[src/rtl/regfile_sb.sv]
// Multi-port register file with a per-register pending-write scoreboard.
// Optional write-to-read forwarding: define REGFILE_SB_BYPASS_EN.
//
// Ports:
//   clk       rising-edge clock
//   rst       synchronous active-high reset (clears data and scoreboard)
//   rd_addr   NREAD packed read addresses, port i at [i*AW +: AW]
//   rd_data   NREAD packed combinational read data
//   rd_busy   NREAD hazard flags, read register has a pending write
//   wr_en     NWRITE per-port write enables
//   wr_addr   NWRITE packed write addresses
//   wr_data   NWRITE packed write data
//   iss_en    issue strobe, marks iss_addr pending
//   iss_addr  destination register of the issued instruction
//   busy_vec  registered scoreboard, bit r = register r pending
module regfile_sb #(
  parameter int XLEN   = 32,
  parameter int NREGS  = 32,
  parameter int NREAD  = 2,
  parameter int NWRITE = 2,
  localparam int AW    = $clog2(NREGS)
) (
  input  logic                   clk,
  input  logic                   rst,
  input  logic [NREAD*AW-1:0]    rd_addr,
  output logic [NREAD*XLEN-1:0]  rd_data,
  output logic [NREAD-1:0]       rd_busy,
  input  logic [NWRITE-1:0]      wr_en,
  input  logic [NWRITE*AW-1:0]   wr_addr,
  input  logic [NWRITE*XLEN-1:0] wr_data,
  input  logic                   iss_en,
  input  logic [AW-1:0]          iss_addr,
  output logic [NREGS-1:0]       busy_vec
);

  logic [XLEN-1:0]  regs [NREGS];
  logic [NREGS-1:0] busy;
  logic [NREGS-1:0] busy_nxt;

  // Writes clear the pending bit, then an issue re-sets it,
  // so an issue in the same cycle as a write wins.
  always_comb begin
    busy_nxt = busy;
    for (int p = 0; p < NWRITE; p++) begin
      if (wr_en[p]) begin
        busy_nxt[wr_addr[p*AW +: AW]] = 1'b0;
      end
    end
    if (iss_en) begin
      busy_nxt[iss_addr] = 1'b1;
    end
    busy_nxt[0] = 1'b0;
  end

  // Ascending port loop: the last NBA to a register wins,
  // giving the highest-indexed port priority.
  always_ff @(posedge clk) begin
    if (rst) begin
      for (int r = 0; r < NREGS; r++) begin
        regs[r] <= '0;
      end
      busy <= '0;
    end else begin
      for (int p = 0; p < NWRITE; p++) begin
        if (wr_en[p] && (wr_addr[p*AW +: AW] != '0)) begin
          regs[wr_addr[p*AW +: AW]] <= wr_data[p*XLEN +: XLEN];
        end
      end
      busy <= busy_nxt;
    end
  end

  assign busy_vec = busy;

  for (genvar i = 0; i < NREAD; i++) begin : g_rd
    logic [AW-1:0]   a;
    logic [XLEN-1:0] d;
    logic            b;

    assign a = rd_addr[i*AW +: AW];

    always_comb begin
      d = (a == '0) ? '0 : regs[a];
      b = busy[a] & ~rst;
`ifdef REGFILE_SB_BYPASS_EN
      for (int p = 0; p < NWRITE; p++) begin
        if (wr_en[p] && (a != '0) &&
            (wr_addr[p*AW +: AW] == a)) begin
          d = wr_data[p*XLEN +: XLEN];
          b = 1'b0;
        end
      end
`endif
    end

    assign rd_data[i*XLEN +: XLEN] = d;
    assign rd_busy[i]              = b;
  end

endmodule

[config.mk]
export PLATFORM = sky130hd
export DESIGN_NAME = regfile_sb
export DESIGN_NICKNAME = d
export VERILOG_FILES = /design/src/rtl/regfile_sb.sv
export SDC_FILE = /design/constraint.sdc
export NUM_CORES = 2
export LEC_CHECK = 0
export CAP_MARGIN = 30
export CORE_UTILIZATION = 50
export CTS_BUF_LIST = sky130_fd_sc_hd__clkbuf_8
export DETAILED_ROUTE_END_ITERATION = 8
export GPL_TIMING_DRIVEN = 1
export PLACE_DENSITY = 0.7
export SLEW_MARGIN = 20
export SYNTH_ARGS = -nofsm -noshare
export SYNTH_HDL_FRONTEND = slang
export SYNTH_SLANG_ARGS = --single-unit
[constraint.sdc]
create_clock -name clk -period 2.8 [get_ports clk]
set_input_delay 0.56 -clock clk [delete_from_list [all_inputs] [get_ports clk]]
set_output_delay 0.56 -clock clk [all_outputs]
set_load 0.01 [all_outputs]
# --- Yosys cells after proc, flatten, opt, wreduce, memory -nomap -nowiden ---
# Memories as Yosys holds them, arrays and structs flattened.
# Index checks and enable logic that the tools add are counted.
op_classes:
  div: 0
  n_mul: 0
  eq_ne: 0
  add_sub_neg: 0
  muxes: 29
  n_lt_le_gt_ge: 8
  reduce_logical: 11
  bitwise_logic: 8
  shifts: 0
ops:
  columns: ["operator", "n"]
  rows:
  - ["32-bit 2-to-1 mux", 7]
  - ["32-bit bitwise AND", 2]
  - ["32-bit inverter", 2]
  - ["32-bit OR reduction", 2]
  - ["32-bit OR", 1]
  - ["5-bit by 6-bit < comparator with 1-bit output (second input constant)", 5]
  - ["1-bit demux with 5-bit select", 3]
  - ["5-bit by 1-bit >= comparator with 1-bit output (second input constant)", 3]
  - ["1-bit 2-to-1 mux", 15]
  - ["1-bit binary-select mux with 5-bit select", 2]
  - ["5-bit zero test", 2]
  - ["5-bit 2-to-1 mux", 2]
  - ["5-bit nonzero test", 2]
  - ["1-bit logical AND", 5]
  - ["1-bit bitwise AND", 2]
  - ["1-bit inverter", 1]
totals:
  input_bits: 94
  latchBits: 0
  output_inout_bits: 98
  regBits: 32
  mem_count: 1
  ramBits: 1024
  elab_cells: 59
  romBits: 0
mem_list:
  columns: ["name", "words", "width", "read_ports", "rd_ports_with_merged_regs", "wr", "line_no", "text"]
  rows:
  - ["regs", 32, 32, 2, 0, 32, "36", "logic [XLEN-1:0] regs [NREGS];"]

# --- Longest topological paths before layout ---
depth:
  ltp_word: 11
  ltp_mapped: 8
  depth_no_buf: 4

# --- Worst setup path before layout ---
# Ideal clock, no wire load.
synth_timing:
  kind: "input -> register"
  startpoint: "input port rst"
  endpoint: "memory regs[28][0], enable pin"
  t_required_ns: 2.404
  arrival_time_ns: 2.451
  setup_time_ns: 0.396
  n_path_buf: 1
  stages: 4
  slack_ns: -0.047
  cell_sequence: "or4b_1 > buf_4 > nor3_4 > a311o_1"
synth_lines:
  columns: ["element", "line_no", "text"]
  rows:
  - ["start, declared", "24", "input logic rst,"]
  - ["end, declared", "36", null]

==> flow_metrics.env <==
export IMPL_drtIter0Drc=8012
export IMPL_yosysSeqAreaShare=0.5189
export IMPL_fmax_mhz=303.0
export IMPL_r2r_cells=3
export IMPL_place_congestion=1.051
export IMPL_grt_first_pass_wirelength_mm=337.9
export IMPL_die_y_um=349.7
export IMPL_drt_first_pass_iters=6
export IMPL_nets=4721
export IMPL_hp_start="rst"
export IMPL_finalHoldViolations=0
export IMPL_grt_overflow=0
export IMPL_nFillCells=8630
export IMPL_cts_sinks=1055
export IMPL_grt_max_degree=36
export IMPL_cts_buffers_inserted=180
export IMPL_cts_reportedPaths_clkPinSlew_ns=0.06
export IMPL_drv_slew=0
export IMPL_ctsRootBufferMaster="clkbuf_8"
export IMPL_synth_top_cell_area_share=0.5087
export IMPL_fin_crit_sh=1.179
export IMPL_timing_rr_end="busy_vec[20]"
export IMPL_vias=48980
export IMPL_leakage_nw=26.53
export IMPL_cts_hold_buf=0
export IMPL_cts_tree="yes"
export IMPL_coreArea_um2=120000
export IMPL_power_density_nw_per_um2=517.0
export IMPL_syn_inst=4100
export IMPL_worst_path_max_fanout=2
export IMPL_clockBufferDepth=3
export IMPL_holdPathStages=3
export IMPL_die_w_um=349.7
export IMPL_endpoint_kind="output port"
export IMPL_dp_hpwl_mm=159.3
export IMPL_fin_skew_ns=0
export IMPL_dpl_cell_area_um2=69880
export IMPL_wirelength_mm=241.4
export IMPL_finalSetupTns_ns=-23.65
export IMPL_initial_core_util=0.5039
export IMPL_critPathLaunchType="flop"
export IMPL_cp_slowest_cell="mux4_2"
export IMPL_grtUsageTotal=0.3884
export IMPL_antenna_found_initial=9
export IMPL_fin_ws_ns=-0.5001
export IMPL_p_total_w=0.03885
export IMPL_final_common_cell="edfxtp_1"
export IMPL_port_buffers=190
export IMPL_min_period_ns=3.300
export IMPL_critical_path_depth=6
export IMPL_ir_drop_mv=0.4737
export IMPL_yosysWarnings=0
export IMPL_cp_cell_sequence="mux4_2 -> nor2b_4 -> a211oi_4 -> buf_6 -> a311oi_4 -> buf_2"
export IMPL_synth_cell_types=50
export IMPL_area_growth_pct=24.31
export IMPL_async_reset_ff_frac=0
export IMPL_route_detailed_drc=0
export IMPL_synth_seq_cells=1055
export IMPL_dieArea_um2=122300
export IMPL_max_cap_violations=0
export IMPL_wl_per_cell_um=37.81
export IMPL_relSlewSlack=0.5320
export IMPL_reg2reg_slack_ns=1.97
export IMPL_synth_edf_count=1024
export IMPL_stdcell_area_um2=75150
export IMPL_max_stage_delay_ns=0.48
export IMPL_crit_buf_inv=2
export IMPL_required_ns=2.24
export IMPL_critPathArrivalTime_ns=2.74
export IMPL_clock_latency_ns=0.88
export IMPL_ys_top_cells_by_area="edfxtp_1, mux4_2, a22o_1"
export IMPL_htreeDepth=4
export IMPL_ios=192
export IMPL_r2r_start="busy_vec[20]"
export IMPL_drive_above_1_share=0.3991
export IMPL_yosysTopAreaCell="edfxtp_1"
export IMPL_worst_pin_slew_ns=0.7004
export IMPL_critical_path_class="reg2out"
export IMPL_routed_via_density=7.672
export IMPL_hold_path_end="busy_vec[23]"
export IMPL_timing_hold_ws_ns=0.2929
export IMPL_synth_top_flop_cell="edfxtp_1"
export IMPL_hp_class="in2reg"
export IMPL_rsz0062_at_grt="true"
export IMPL_grt_pass1_vias=47690
export IMPL_setup_violations=66
export IMPL_status="complete, but fails checks"
export IMPL_violations="negative setup slack"
export IMPL_path_delay_family="multiplexers"
export IMPL_synth_area_um2=60450
export IMPL_ant_nets=0
export IMPL_final_cell_mix="edfxtp_1, a22o_1, buf_4"
export IMPL_synth_avg_cell_area_um2=14.74
export IMPL_fp_row_count=127
[report_power, final]
| group | leakage [nW] | switching (W) | internal [W] |
|---|---|---|---|
| Clock | 1.85 | 0.00658 | 0.00643 |
| Combinational | 14.6 | 0.00395 | 0.00310 |
| Sequential | 10.0 | 0.000529 | 0.0183 |
| Total | 26.5 | 0.0111 | 0.0278 |
[worst min-delay path: stages]
cell and delay (ns):
buf_4 0.18, buf_4 0.27, nor2_1 0.13
[worst max path at each step]
| stage | slack (ns) | startpoint | to |
|---|---|---|---|
| after detailed placement | -1.19 | rd_addr[7] | rd_data[54] |
| after global routing | -0.53 | regs[11][12] | rd_data[12] |
| after floorplan | 0.10 | rd_addr[6] | rd_data[33] |
| final | -0.50 | regs[11][2] | rd_data[2] |
| after global placement | -1.19 | rd_addr[7] | rd_data[54] |
| after CTS | -0.53 | regs[15][12] | rd_data[12] |
[per-stage QoR]
step | cells | worst slack (ns) | util
floorplan | 4132 | 0.1014 | -
global placement | 6050 | -1.195 | 0.5825
detailed placement | 6050 | -1.191 | 0.5825
CTS | 6366 | -0.5290 | 0.6204
global route | 6379 | -0.5342 | 0.6263
finish | 6384 | -0.5001 | 0.6264
[registers in the layout, indices dropped and copies added (netlist names)]
name,flops
regs,1024
busy_vec,31
[layout make-up]
type	instances	area, um2	share of cell area
tap	1612	2017	0.02684
clock buffer	187	2574	0.03425
inverter	3	13.76	0.0001831
timing repair buffer	948	9677	0.1288
antenna	6	15.01	0.0001998
clock inverter	134	644.4	0.008575
sequential	1055	31400	0.4179
multi-input combinational	2439	28810	0.3833
[kinds of logic after synthesis]
family / after synthesis / synth area share
mux: 658 / 0.2060
compound gates: 1461 / 0.2007
buf+inv: 638 / 0.04487
flops: 1055 / 0.5189
other cells: 1 / 0.00006203
simple gates: 287 / 0.02949
[routing by layer]
layer  routed length, um  vias to the layer above  global-route usage
met5                 138                        -                   0
met4               19550                       10              0.2667
met3               37640                      975              0.1302
met2              103600                     4950              0.5667
met1               80510                    24460              0.4897
li1                    -                    18590                   -
[synthesized netlist by cell type (all sizes together) (31+ instances only)]
master  count
a22o      994
nor2       63
mux4      462
nor2b      70
edfxtp   1024
mux2       68
a221oi     48
nor3       40
a22oi     126
buf       196
nand2      38
mux2i     128
dfxtp      31
o21ai     112
clkbuf    439
a311oi     64
a211oi     66
[what timing repair did]
| action | CTS | global route |
|---|---|---|
| pin swaps | 100 | 53 |
| setup endpoints to repair | 66 | 66 |
| gates resized for setup | 649 | 116 |
| gates cloned | 0 | 3 |
| buffers inserted | 20 | 11 |
Note: power is estimated with default switching activity, not from simulation.
